**src/rtl/pipe_pkg.sv**
```systemverilog
// Shared definitions for the pipeline stage registers.
// Holds the occupancy states and the RISC-V bubble encoding.
package pipe_pkg;

    localparam logic [31:0] RV_NOP = 32'h00000013;

    typedef enum logic [1:0] {
        EMPTY = 2'd0,
        ONE   = 2'd1,
        TWO   = 2'd2
    } stage_state_t;

endpackage

```
**src/rtl/pipe_stage_reg_sat_counter.sv**
```systemverilog
// Saturating up-counter used for the stage performance counters.
// Clear wins over increment; the count sticks at all-ones.
module sat_counter #(
    parameter int CNT_W = 16
) (
    input  logic             clk,
    input  logic             clear,
    input  logic             inc,
    output logic [CNT_W-1:0] count
);

    always_ff @(posedge clk) begin
        if (clear) begin
            count <= '0;
        end else if (inc && (count != '1)) begin
            count <= count + CNT_W'(1);
        end
    end

endmodule

```
**src/rtl/pipe_stage_reg.sv**
```systemverilog
// Valid/ready pipeline stage register, single entry or two-entry skid.
// Empty stages present a NOP bubble downstream.
module pipe_stage_reg
    import pipe_pkg::*;
#(
    parameter int          DATA_W    = 32,
    parameter int          SKID      = 1,
    parameter logic [31:0] NOP_VALUE = RV_NOP,
    parameter int          CNT_W     = 16
) (
    input  logic              clk,
    input  logic              reset,
    input  logic              in_valid,
    input  logic [DATA_W-1:0] in_data,
    output logic              in_ready,
    input  logic              flush,
    output logic              out_valid,
    output logic [DATA_W-1:0] out_data,
    input  logic              out_ready,
    output logic [CNT_W-1:0]  stall_cnt,
    output logic [CNT_W-1:0]  bubble_cnt
);

    localparam logic [DATA_W-1:0] NOP_D = DATA_W'(NOP_VALUE);

    stage_state_t      state_q, state_d;
    logic [DATA_W-1:0] main_q, main_d;
    logic [DATA_W-1:0] skid_q, skid_d;
    logic              accept, consume;

    assign out_valid = (state_q != EMPTY);
    assign out_data  = out_valid ? main_q : NOP_D;
    assign accept    = in_valid && in_ready;
    assign consume   = out_valid && out_ready;

    // Skid mode decodes ready from state only, cutting the out_ready path.
    generate
        if (SKID != 0) begin : g_skid
            assign in_ready = (state_q != TWO);
        end else begin : g_single
            assign in_ready = !out_valid || out_ready;
        end
    endgenerate

    always_comb begin
        state_d = state_q;
        main_d  = main_q;
        skid_d  = skid_q;
        unique case (state_q)
            EMPTY: begin
                if (accept) begin
                    state_d = ONE;
                    main_d  = in_data;
                end
            end
            ONE: begin
                if (accept && consume) begin
                    main_d = in_data;
                end else if (accept) begin
                    state_d = TWO;
                    skid_d  = in_data;
                end else if (consume) begin
                    state_d = EMPTY;
                end
            end
            TWO: begin
                if (consume) begin
                    state_d = ONE;
                    main_d  = skid_q;
                end
            end
            default: state_d = EMPTY;
        endcase
        if (flush) begin
            state_d = EMPTY;
        end
    end

    always_ff @(posedge clk) begin
        if (reset) begin
            state_q <= EMPTY;
        end else begin
            state_q <= state_d;
        end
    end

    always_ff @(posedge clk) begin
        main_q <= main_d;
        skid_q <= skid_d;
    end

    sat_counter #(.CNT_W(CNT_W)) u_stall_cnt (
        .clk   (clk),
        .clear (reset),
        .inc   (out_valid && !out_ready),
        .count (stall_cnt)
    );

    sat_counter #(.CNT_W(CNT_W)) u_bubble_cnt (
        .clk   (clk),
        .clear (reset),
        .inc   (!out_valid),
        .count (bubble_cnt)
    );

endmodule

```
**config.mk**
```make
export PLATFORM = sky130hd
export DESIGN_NAME = pipe_stage_reg
export DESIGN_NICKNAME = d
export VERILOG_FILES = /design/src/rtl/pipe_pkg.sv /design/src/rtl/pipe_stage_reg_sat_counter.sv /design/src/rtl/pipe_stage_reg.sv
export SDC_FILE = /design/constraint.sdc
export NUM_CORES = 1
export LEC_CHECK = 0
export CAP_MARGIN = 40
export CORE_MARGIN = 1
export CORE_UTILIZATION = 35
export CTS_BUF_LIST = sky130_fd_sc_hd__clkbuf_2 sky130_fd_sc_hd__clkbuf_4 sky130_fd_sc_hd__clkbuf_8
export DETAILED_ROUTE_END_ITERATION = 7
export HOLD_SLACK_MARGIN = 0.08
export PLACE_DENSITY = 0.69
export SLEW_MARGIN = 20
export SYNTH_ARGS = -nofsm -noshare
export SYNTH_HDL_FRONTEND = slang
export SYNTH_SLANG_ARGS = --single-unit
export TNS_END_PERCENT = 30
```
**constraint.sdc**
```tcl
create_clock -name clk -period 2 [get_ports clk]
set_input_delay 0.2 -clock clk [delete_from_list [all_inputs] [get_ports clk]]
set_output_delay 0.2 -clock clk [all_outputs]
set_load 0.02 [all_outputs]
```
# After elaboration in Yosys (flattened, before gate mapping)
# Index checks and enable logic that the tools add are counted.
# W data, S select, Z words.
# op_classes
addsub,2
eq_ne,10
mux,11
n_bitwise,1
n_reduce_logical,15
# op_table
operator,count
$mux W32,4
$pmux W32 S3,1
$add A16 B1 Y16 const B,2
$ne A16 B16 Y1 const B,2
$mux W2,5
$ne A2 B2 Y1 const B,5
$reduce_and A4 Y1,2
$logic_and A1 B1 Y1,6
$pmux W2 S3,1
$ne A3 B3 Y1 const B,1
$reduce_and A3 Y1,1
$reduce_bool A3 Y1,1
$eq A2 B1 Y1 const B,1
$eq A2 B2 Y1 const B,1
$logic_not A1 Y1,2
$logic_not A2 Y1,1
$reduce_bool A2 Y1,1
$reduce_or A2 Y1,1
$not A1 Y1,1
# totals
register_bits,98
in_bits,37

# Longest topological paths before layout
# depth
depth_word,6
mapped_depth,6

# By module
# From an unflattened synthesis, not the netlist that was laid out.
# hier_totals
cells_unflattened,353
area_unflattened_um2,4370.4
# modules_own_cells
mod,n_inst,cells_per_inst,area_each_um2,seq_area_each_um2
pipe_stage_reg,1,155,2673.8,1961.9
sat_counter,2,99,848.3,320.3

# Least setup slack after synthesis
# Ideal clock, no wire load.
# synth_timing
kind,reg2reg
from,register u_stall_cnt.count[1]
to,register u_stall_cnt.count[5]
setup_time_ns,0.121
arrival_ns,1.810
required_ns,1.879
setup_slack_ns,0.069
stages_incl_launch_ff,6
period_less_slack_ns,1.931
cell_sequence,dfxtp_1 -> ha_1 -> nand3_1 -> nor4_1 -> nor4_1 -> mux2_2
# synth_via
elab_chain_len,2
# synth_rtl
element,line_no,text
start: declaration,pipe_stage_reg_sat_counter.sv:9,output logic [CNT_W-1:0] count
start signal: assignment,pipe_stage_reg_sat_counter.sv:16,count <= count + CNT_W'(1);
branches (longest 2 deep; another with $add A16 B1 Y16),n/a,
# Parallel ways; which one is timed is not known.
# A chain may end at the register's enable or synchronous reset.

# Final worst setup path
# layout_timing
from,register u_stall_cnt.count[2]
to,register u_stall_cnt.count[9]
# The elaborated chain is that of the path after synthesis.

==> flow_summary.yaml <==
routing:
  wl_met3_um: 737
  routedWlPerCell_um: 14.9
  wl_met1_um: 4180
  viasPerCell: 5.16
  drc: 0
  wirelength_um: 9230
  first_pass_iters: 5
  ant_nets: 0
  dr_wl_met2_um: 4180
  maxUsedRoutingLayer: "met4"
  drt-initial-drc-count: 224
  num_vias: 3200
outcome:
  status: "finished clean"
power:
  total_power_mw: 3.85
  cellPowerDensity_mw_per_mm2: 660
  vdd.ir_drop.worst_v: 0.000431
  p_leak_nw: 2.06
yosys:
  synth_cell_type_count: 47
  ys_seq_elements: 98
  avgSynthCellArea_um2: 12.4
  synth_top_area_share_pct: 44.8
  synth_common_cells: "64 x edfxtp_1, 36 x mux2_2, 34 x dfxtp_1"
  yosysSeqAreaShare_pct: 60.6
  synthCells: 346
  synth-edff-count: 64
  yosysMostFrequentCell: "edfxtp_1"
  synthArstFlopShare_pct: 0
  syn-num-nets: 385
  synth_area_leaders: "edfxtp_1 45%, dfxtp_1 16%, mux2_2 9.4%"
  synth_area_mm2: 0.00429
  synth_flop_cell: "edfxtp_1"
  synth_area_leader_cell: "edfxtp_1"
  ys_warn_count: 0
die:
  die_area_mm2: 0.0127
  start_util_pct: 35.9
  dieWidth_um: 113
  fp-row-count: 40
  fp.dieH_um: 113
  core_mm2: 0.0120
  io_pins: 103
timing:
  timing.hold.ws_ps: 394
  hold_violations: 0
  finalWorstSetupSlack_ps: 91.9
  slew_viol_final: 0
  worstMarginPinSlew_ps: 536
  fin_tns_setup_ps: 0
  finalSetupViolCount: 0
  rsz0062_at_grt: "yes"
  period_share_pct: 95.4
  min_period_ps: 1910
  skew_ps: 10.1
  slew_headroom_pct: 63.9
  timing.fmax_mhz: 524
final_layout:
  multi_input_area_mm2: 0.00163
  fillers: 1082
  regArea_mm2: 0.00260
  area.growth.synth_to_final_pct: 35.9
  final_nets: 507
  n_antenna_cell: 0
  drive_gt1_share_pct: 19.5
clock_network:
  cts.root.buffer_cell: "clkbuf_8"
  path_clk_slew_ps: 100
  hold_buffers: 0
  cts_buffers: 9
  postCtsSetupBuffers: 0
  ctsResizeCount: 34
  htree_levels: 3
  cts_tree: "built"
  cts_buffer_depth: 2
  cts_num_sinks: 98
  clock_latency_ps: 370
worst_setup_path:
  critical_path_class: "register to register"
  required_ps: 2300
  setup.worst_path.start_class: "register"
  cp_max_fo: 8
  worstPathArrival_ps: 2210
  end_kind: "register"
grt:
  grt_pass1_vias: 3161
  grt_usage_pct: 15.5
  grt.overflow.total: 0
  antenna_found_initial: 0
  grt_max_degree: 41
  grt_pass1_wl_um: 15400
place:
  hpwl_um: 6270
  dp_slack_ps: -53.0
  gp_congestion: 0.807
  io_buffers: 102
flow_run:
  cap_violations: 0
hold_path:
  hold_class: "input port to register"
[logic make-up (layout without fill, tap and decap cells)]
| family | Yosys count | after routing | synth area share (%) |
|---|---|---|---|
| simple gates | 133 | 133 | 18.6 |
| flops | 98 | 98 | 60.6 |
| fa+ha+maj | 2 | 2 | 0.583 |
| compound gates | 52 | 52 | 7.61 |
| xor+xnor | 3 | 3 | 0.612 |
| buf+inv | 18 | 145 | 1.63 |
| mux | 40 | 40 | 10.4 |
[worst max-delay path, stage by stage (launching register included)]
cell and delay, ps:
dfxtp_1 480, nand4_2 150, buf_4 180, nor3_1 250, or4b_2 600, a21oi_1 170
[area by class of cell]
| cell class | instances | area share [%] |
|---|---|---|
| sequential | 98 | 44.6 |
| multi-input combinational | 230 | 27.9 |
| timing repair buffer | 125 | 20.8 |
| tap | 147 | 3.15 |
| clock buffer | 10 | 2.25 |
| clock inverter | 6 | 0.944 |
| inverter | 4 | 0.257 |
[registers in the layout (all words and copies together), names as in the netlist]
signal / flops
main_q: 32
skid_q: 32
state_q: 2
u_bubble_cnt.count: 16
u_stall_cnt.count: 16
[through the flow]
step	util (%)	area, µm²	std cells
floorplan	-	4290	346
global placement	47.5	5690	604
detailed placement	47.5	5690	604
CTS	48.8	5830	620
global route	48.8	5830	620
finish	48.8	5830	620
[layer usage]
metal	global-route usage (%)	vias to the layer above
met5	0	-
met2	24.5	100
met4	6.13	0
met3	6.43	10
li1	-	1553
met1	18.9	1537
[final timing paths]
kind | start | endpoint | slack, ps | depth (start not counted)
worst max register to register | u_stall_cnt.count[2] | u_stall_cnt.count[9] | 90 | 5
worst max-delay path | u_stall_cnt.count[2] | u_stall_cnt.count[9] | 90 | 5
worst min-delay path | in_data[23] | skid_q[23] | 390 | 1
worst min register to register | u_bubble_cnt.count[14] | u_bubble_cnt.count[14] | 530 | 2
[cell usage in the layout (no fill, tap or decap), types with 3 or more instances in the layout]
cell	instances
nor3_1	6
nand2b_1	7
nor2_1	14
and2_1	29
mux2i_1	4
o21ai_0	10
nand4_1	8
and3_1	3
a21oi_1	21
nor4_1	8
mux2_2	36
clkdlybuf4s50_1	69
buf_4	18
nand3_1	11
or4_1	7
dfxtp_1	33
nor2b_1	5
clkbuf_8	9
buf_12	5
inv_1	3
edfxtp_1	64
dlygate4sd2_1	32
nand2_1	13
o31ai_1	9
inv_6	3
or3_1	8
[power by group]
part	switching [mW]	internal, mW	leakage (nW)
Clock	0.743	0.493	0.0972
Sequential	0.0243	2.23	0.881
Combinational	0.172	0.186	1.08
Total	0.939	2.91	2.06
No activity file was read; power rests on OpenSTA's default activity.
